File: config.mk
export PLATFORM = sky130hd
export DESIGN_NAME = arb_mux_n
export DESIGN_NICKNAME = d
export VERILOG_FILES = /design/src/rtl/arb_pkg.sv /design/src/rtl/rr_grant.sv /design/src/rtl/arb_mux_n.sv
export SDC_FILE = /design/constraint.sdc
export NUM_CORES = 1
export LEC_CHECK = 0
export ABC_AREA = 1
export BUFFER_PORTS_ARGS = -buffer_cell sky130_fd_sc_hd__buf_2
export CORE_MARGIN = 3
export CORE_UTILIZATION = 38
export DETAILED_ROUTE_END_ITERATION = 6
export PLACE_DENSITY_LB_ADDON = 0.05
export RECOVER_POWER = 100
export REMOVE_ABC_BUFFERS = 1
export SETUP_SLACK_MARGIN = 0.15
export SYNTH_ARGS = -nofsm -noshare
export SYNTH_HDL_FRONTEND = slang
export SYNTH_HIERARCHICAL = 1
export SYNTH_SLANG_ARGS = --single-unit
File: constraint.sdc
create_clock -name clk -period 4.7 [get_ports clk]
set_clock_uncertainty 0.05 [all_clocks]
set_input_delay 0.235 -clock clk [delete_from_list [all_inputs] [get_ports clk]]
set_output_delay 0.235 -clock clk [all_outputs]
set_load 0.05 [all_outputs]
File: src/rtl/arb_pkg.sv
// Shared definitions for the N-way arbitrating multiplexer: the arbitration
// policy selector and the channel-index width helper.
package arb_pkg;

    // Arbitration policy: lowest index always wins, or rotating priority.
    typedef enum logic {
        ARB_FIXED = 1'b0,
        ARB_RR    = 1'b1
    } arb_mode_e;

    // Width of a channel index; a single channel still needs one bit.
    function automatic int sel_w(input int n);
        if (n <= 2) begin
            return 1;
        end
        return $clog2(n);
    endfunction

endpackage : arb_pkg

File: src/rtl/rr_grant.sv
// Combinational grant generator. The request vector is duplicated into a
// double-width word whose lower copy has every index below ptr masked off;
// the lowest set bit of that word is the first requester at or after ptr,
// with the upper copy supplying the wrap-around back to channel 0.
// In fixed-priority mode nothing is masked, so the lowest requester wins.
module rr_grant
    import arb_pkg::*;
#(
    parameter int        N    = 3,
    parameter arb_mode_e MODE = ARB_RR,
    localparam int       SELW = sel_w(N)
) (
    input  logic [N-1:0]    req,
    input  logic [SELW-1:0] ptr,
    output logic [N-1:0]    grant,
    output logic [SELW-1:0] idx
);

    logic [2*N-1:0] dbl_req;

    // Build the double-width request word with the rotating mask applied.
    always_comb begin
        // NOTE: every combinational output gets a default first, so no path leaves it unassigned and no latch is inferred.
        dbl_req = {req, req};
        for (int i = 0; i < N; i++) begin
            if (MODE == ARB_RR && i < int'(ptr)) begin
                dbl_req[i] = 1'b0;
            end
        end
    end

    // Priority-encode the lowest set bit and fold it back into 0..N-1.
    always_comb begin
        int  pos;
        int  chan;
        logic found;
        pos   = 0;
        chan  = 0;
        found = 1'b0;
        grant = '0;
        idx   = '0;
        // Scanning downwards leaves the lowest set position in pos.
        for (int j = 2*N-1; j >= 0; j--) begin
            if (dbl_req[j]) begin
                found = 1'b1;
                pos   = j;
            end
        end
        if (found) begin
            chan        = (pos >= N) ? pos - N : pos;
            grant[chan] = 1'b1;
            idx         = SELW'(chan);
        end
    end

endmodule : rr_grant

File: src/rtl/arb_mux_n.sv
// N-way registered arbitrating multiplexer. One channel is granted per cycle
// whenever the one-entry output register has space (empty, or being drained
// on this edge); the winner's data and index are captured into that register.
module arb_mux_n
    import arb_pkg::*;
#(
    parameter int        N    = 3,
    parameter int        W    = 32,
    parameter arb_mode_e MODE = ARB_RR,
    localparam int       SELW = sel_w(N)
) (
    input  logic            clk,
    input  logic            reset_n,
    input  logic [N-1:0]    in_valid,
    input  logic [N*W-1:0]  in_data,
    output logic [N-1:0]    in_ready,
    output logic            out_valid,
    output logic [W-1:0]    out_data,
    output logic [SELW-1:0] out_sel,
    input  logic            out_ready
);

    logic [SELW-1:0] ptr;
    logic [SELW-1:0] next_ptr;
    logic [N-1:0]    grant;
    logic [SELW-1:0] win_idx;
    logic [W-1:0]    win_data;
    logic            space;
    logic            xfer;

    rr_grant #(
        .N    (N),
        .MODE (MODE)
    ) u_grant (
        .req   (in_valid),
        .ptr   (ptr),
        .grant (grant),
        .idx   (win_idx)
    );

    // The register can accept a new item if empty or if it drains this edge.
    assign space    = ~out_valid | out_ready;
    assign in_ready = grant & {N{space}};
    assign xfer     = |(in_valid & in_ready);

    // AND-OR mux of the granted channel's data; grant is one-hot or zero.
    always_comb begin
        win_data = '0;
        for (int i = 0; i < N; i++) begin
            if (grant[i]) begin
                win_data = win_data | in_data[i*W +: W];
            end
        end
    end

    // Priority moves to the channel after the winner, wrapping at N-1.
    always_comb begin
        next_ptr = '0;
        if (MODE == ARB_RR && int'(win_idx) != N-1) begin
            next_ptr = win_idx + SELW'(1);
        end
    end

    // Output register and priority pointer: load on a transfer, empty on an idle drain.
    always_ff @(posedge clk or negedge reset_n) begin
        if (!reset_n) begin
            out_valid <= 1'b0;
            out_data  <= '0;
            out_sel   <= '0;
            ptr       <= '0;
        end else if (xfer) begin
            // NOTE: state registers use non-blocking assignments so every flop samples pre-edge values.
            out_valid <= 1'b1;
            out_data  <= win_data;
            out_sel   <= win_idx;
            ptr       <= next_ptr;
        end else if (out_ready) begin
            out_valid <= 1'b0;
        end
    end

endmodule : arb_mux_n

* Word level (Yosys, flattened, before mapping)
Cells that the tools add are included.
** Cells by class
- Eq/ne operators :: 1
- Bitwise operators :: 6
- Magnitude comparators :: 6
- Reductions and logical operators :: 3
- Mux-type cells :: 26
- Add/subtract/negate cells :: 2
** Operator list (number)
- $mux W32 :: 9
- $or A32 B32 Y32 :: 2
- $ge A32 B1 Y1 const B :: 1
- $ge A32 B3 Y1 const B :: 1
- $lt A32 B4 Y1 const B :: 1
- $sub A32 B3 Y32 const B :: 1
- $mux W1 :: 12
- $and A3 B3 Y3 :: 2
- $mux W3 :: 2
- $lt A1 B2 Y1 const A :: 2
- $mux W2 :: 2
- $reduce_or A3 Y1 :: 1
- $add A2 B1 Y2 const B :: 1
- $demux W1 S2 :: 1
- $lt A2 B2 Y1 const A :: 1
- $ne A2 B2 Y1 const B :: 1
- $reduce_bool A2 Y1 :: 1
- $logic_and A1 B1 Y1 :: 1
- $not A1 Y1 :: 1
- $or A1 B1 Y1 :: 1
** Storage, ports and cells
- Output and inout port bits :: 38
- Bits of input ports :: 102
- Flip-flop bits (word level) :: 37
- Word-level logic and storage cells :: 48

* Logic depth before layout (Yosys ltp)
- Depth after elaboration :: 18
- Gate-level depth with buffers :: 25
- Gate-level depth less buffers :: 23

* By module
Netlist, hierarchy kept.
** By module, submodules not included
- arb_mux_n :: seq. area each 925.9 um^2, cells each 313, area each 2334.7 um^2, times used 1
- rr_grant :: seq. area each 0.0 um^2, cells each 56, area each 297.8 um^2, times used 1

* Worst setup path before layout
OpenSTA, ideal clock, no wires.
- Path kind :: flip-flop to output port
- From :: register ptr[1]
- To :: output port in_ready[0]
- Path buffers :: 2
- Cell stages (with the launch flop) :: 20
- Arrival time :: 3.434 ns
- Required time :: 4.415 ns
- Slack :: 0.981 ns
- Cell sequence :: dfrtp_1 -> nor2_1 -> nand2_1 -> nand3_1 -> inv_1 -> ha_1 -> inv_1 -> ha_1 -> inv_1 -> nand3_2 -> nand2_1 -> nor2_1 -> ha_1 -> inv_1 -> nor2_1 -> nand2_1 -> nor2_1 -> buf_2 -> buf_2 -> a21boi_0
** Between the ends
- Word-level cells in the longest chain between the ends :: 13
- Elaborated cells on any way between the ends :: 22
- Those cells by class :: 1 x add/sub; 6 x order compare; 13 x mux; 1 x bitwise; 1 x reduce/logical
** Ends and longest elaborated chain
- start, declared :: RTL line arb_mux_n.sv:23 : logic [SELW-1:0] ptr;
- start signal, assigned :: RTL line arb_mux_n.sv:76 : ptr <= next_ptr;
- $lt A2 B2 Y1 :: RTL line rr_grant.sv:26 : if (MODE == ARB_RR && i < int'(ptr)) begin
- $mux W1 :: RTL line rr_grant.sv:26
- $mux W32 (3 in series) :: RTL line rr_grant.sv:44 : if (dbl_req[j]) begin
- $sub A32 B3 Y32 / $ge A32 B3 Y1 (equally long branches) :: RTL line rr_grant.sv:50 : chan = (pos >= N) ? pos - N : pos;
- $mux W32 :: RTL line rr_grant.sv:50
- $ge A32 B1 Y1 (not written as such) / $lt A32 B4 Y1 (equally long branches) :: RTL line rr_grant.sv:51 : grant[chan] = 1'b1;
- $logic_and A1 B1 Y1 (not written as such) :: RTL line rr_grant.sv:51
- $mux W1 (not written as such) :: RTL line rr_grant.sv:51
- $demux W1 S2
- $mux W3 * :: RTL line rr_grant.sv:49 : if (found) begin
- net grant[0] :: RTL line arb_mux_n.sv:25 : logic [N-1:0] grant;
- $and A3 B3 Y3 * :: RTL line arb_mux_n.sv:43 : assign in_ready = grant & {N{space}};
- end, declared :: RTL line arb_mux_n.sv:16 : output logic [N-1:0] in_ready,
Mark *: on every way through the listed nets, which the timed path passes. The rest lies on a longest branch.

* Worst setup path in the final report
- From :: register ptr[1]
- To :: output port in_ready[2]
Same word-level chain as after synthesis.

==> impl_metrics.env <==
export IMPL_status="finished, violations left"
export IMPL_failed_checks="max-capacitance violations, max-slew violations"
export IMPL_cts_htree_levels=2
export IMPL_power_density_nw_per_um2=699.5
export IMPL_clkTransAtPathRegs_ps=80
export IMPL_post_synth_top_area_fraction_pct=35.17
export IMPL_hpwl_um=5235
export IMPL_power_static_leakage_uw=0.001824
export IMPL_synth_area_um2=2633
export IMPL_syn2layout_area_growth_pct=23.67
export IMPL_yosys_top_cells_count="nand2_1 (181), dfrtp_1 (37), nand4_1 (37), nand3_1 (36), inv_1 (14)"
export IMPL_cts_sinks=37
export IMPL_die_area_um2=7962
export IMPL_cts_resized=0
export IMPL_antennaDiodeCount=0
export IMPL_hold_path_class="input pin to register"
export IMPL_period_share_pct=85.32
export IMPL_first_iter_violations=100
export IMPL_crit_fanout=18
export IMPL_grt_overflow=0
export IMPL_ant_nets=0
export IMPL_slew_headroom_pct=-31.48
export IMPL_final_cells=570
export IMPL_synthAdderAreaFrac_pct=2.852
export IMPL_cp_start_kind="register"
export IMPL_synth_cell_types=23
export IMPL_grt_pass1_vias=2729
export IMPL_die_x_um=89.23
export IMPL_cp_arrival_ps=3730
export IMPL_first_pass_iters=4
export IMPL_ir_worst_vdd_v=0.0002306
export IMPL_start_util_pct=40.31
export IMPL_max_freq_mhz=249.4
export IMPL_cts_tree="done"
export IMPL_endpoint_kind="output pin"
export IMPL_dpl_worst_slack_ps=887.4
export IMPL_synthTopCellsByArea="dfrtp_1 (35%), nand2_1 (26%), nand4_1 (8.8%)"
export IMPL_path_class="register to output pin"
export IMPL_tightest_slew_ps=1972
export IMPL_finalSetupViolations=0
export IMPL_grt_max_degree=39
export IMPL_synthSimpleGateAreaFrac_pct=47.81
export IMPL_grt_pass1_wl_um=12410
export IMPL_grtUsageTotal_pct=19.73
export IMPL_pin_count=140
export IMPL_wl_per_cell_um=12.93
export IMPL_final_util_pct=49.85
export IMPL_fin_hold_ws_ps=194.0
export IMPL_num_fill_cells=728
export IMPL_cts_buffers=5
export IMPL_cts_root_buf="clkbuf_8"
export IMPL_synth_edf_count=0
export IMPL_vias_per_cell=4.902
export IMPL_num_vias=2794
export IMPL_synth_top_family_by_area="simple AND/OR/NAND/NOR gates"
export IMPL_drive_gt1_share_pct=25.56
export IMPL_die_h_um=89.23
export IMPL_rsz0062_at_grt="false"
export IMPL_clock_path_buffers=2
export IMPL_clkLatencyLatePin_ps=290
export IMPL_slew_viol_final=38
export IMPL_tns_ps=0
export IMPL_yosysSeqAreaShare_pct=35.17
export IMPL_yosys_cell_count_top_type="nand2_1"
export IMPL_num_nets_final=600
export IMPL_synthMuxAreaShare_pct=0
export IMPL_cp_data_required_time_ps=4410
export IMPL_async_flop_share_pct=100.0
export IMPL_drcViolationCount=0
export IMPL_synth_compound_area_share_pct=1.711
export IMPL_totalWireLength_um=7368
export IMPL_synth_area_leader_cell="dfrtp_1"
export IMPL_fin_crit_ps=4010
export IMPL_synth_xor_area_share_pct=0
export IMPL_maxCapViolCount=1
export IMPL_setup_ws_ps=689.7
export IMPL_postCtsSetupBuffers=0
export IMPL_portBuffers=139
export IMPL_syn_inst=369
export IMPL_fp_row_count=29
export IMPL_ys_flop_type="dfrtp_1"
export IMPL_core_um2=6531
export IMPL_ys_ff_latch=37
export IMPL_synth_avg_cell_area_um2=7.134
export IMPL_dp_cells=562
export IMPL_hold_buffers=0
export IMPL_gp_congestion=0.7359
export IMPL_grt_antenna_before_repair=0
export IMPL_finalHoldViolations=0
export IMPL_yosysWarnings=6
report_power, final:
part | internal, µW | switching, µW | total (µW) | leakage (µW)
Combinational | 355 | 1100 | 1450 | 0.00127
Clock | 173 | 112 | 285 | 0.0000585
Sequential | 457 | 81.3 | 538 | 0.000492
Total | 985 | 1290 | 2280 | 0.00182
state kept, by name, summed over array words and instances, names as in the netlist:
register,cells
out_valid,1
out_data,32
out_sel,2
ptr,2
stage by stage:
stage	power (µW)	instance area, µm²
2_1_floorplan	1640	2365
3_3_place_gp	2043	3194
3_5_place_dp	2052	3194
4_1_cts	2344	3311
5_1_grt	2489	3256
6_report	2277	3256
worst paths after layout:
path | startpoint | endpoint | slack [ps] | cells after the start
min in group asynchronous | reset_n | out_data[2] | 440 | 1
hold / removal | in_data[5] | out_data[5] | 190 | 5
setup reg to reg | ptr[1] | out_data[9] | 890 | 21
setup / recovery | ptr[1] | in_ready[2] | 690 | 16
hold reg to reg | out_data[20] | out_data[20] | 480 | 2
max in group asynchronous | reset_n | out_data[17] | 3020 | 1
layout make-up:
| type | instances | area [µm²] | share of cell area, % |
|---|---|---|---|
| multi-input cells | 289 | 1379 | 42.35 |
| well taps | 77 | 96.34 | 2.959 |
| clock inverters | 1 | 30.03 | 0.9224 |
| flip-flops and latches | 37 | 925.9 | 28.44 |
| clock buffers | 7 | 86.33 | 2.652 |
| inverters | 16 | 60.06 | 1.845 |
| repair buffers | 143 | 678.2 | 20.83 |
layout by cell type, fill, tap and decap left out, drive strengths merged:
| master | netlist | layout |
|---|---|---|
| clkbuf | 0 | 44 |
| dfrtp | 37 | 37 |
| a21oi | 2 | 2 |
| nand3 | 42 | 42 |
| inv | 15 | 15 |
| ha | 6 | 6 |
| or2 | 1 | 1 |
| bufinv | 0 | 1 |
| nand4 | 37 | 37 |
| a21boi | 3 | 3 |
| buf | 27 | 106 |
| nor2 | 12 | 12 |
| o211ai | 1 | 1 |
| nand2 | 184 | 184 |
| clkinv | 1 | 1 |
| o21ai | 1 | 1 |
critical path, stage by stage (launching register included):
cell and delay, ps:
dfrtp_1 410, nor2_1 150, nand2_1 100, nand3_1 110
inv_1 50, ha_1 220, inv_1 80, ha_1 220
inv_1 80, nand3_1 110, nand2_1 60, nor2_1 90
ha_1 170, nand3_1 80, nor2_1 990, a21boi_0 240
buf_2 280
metal layers:
metal,global-route usage [%],vias to the layer above,part of all wire [%]
met4,5.548,0,1.3
li1,-,1441,-
met3,5.899,7,7.7
met1,25.49,1251,44
met5,0,-,0
met2,32.08,95,47
logic make-up (layout without fill, tap and decap cells):
group                      count (synthesis)  in the layout
and+or+nand+nor                          276            276
buffers and inverters                     43            167
DFF                                       37             37
AOI/OAI and AO/OA                          7              7
adders and majority gates                  6              6
Note: power is estimated with default switching activity, not from simulation.
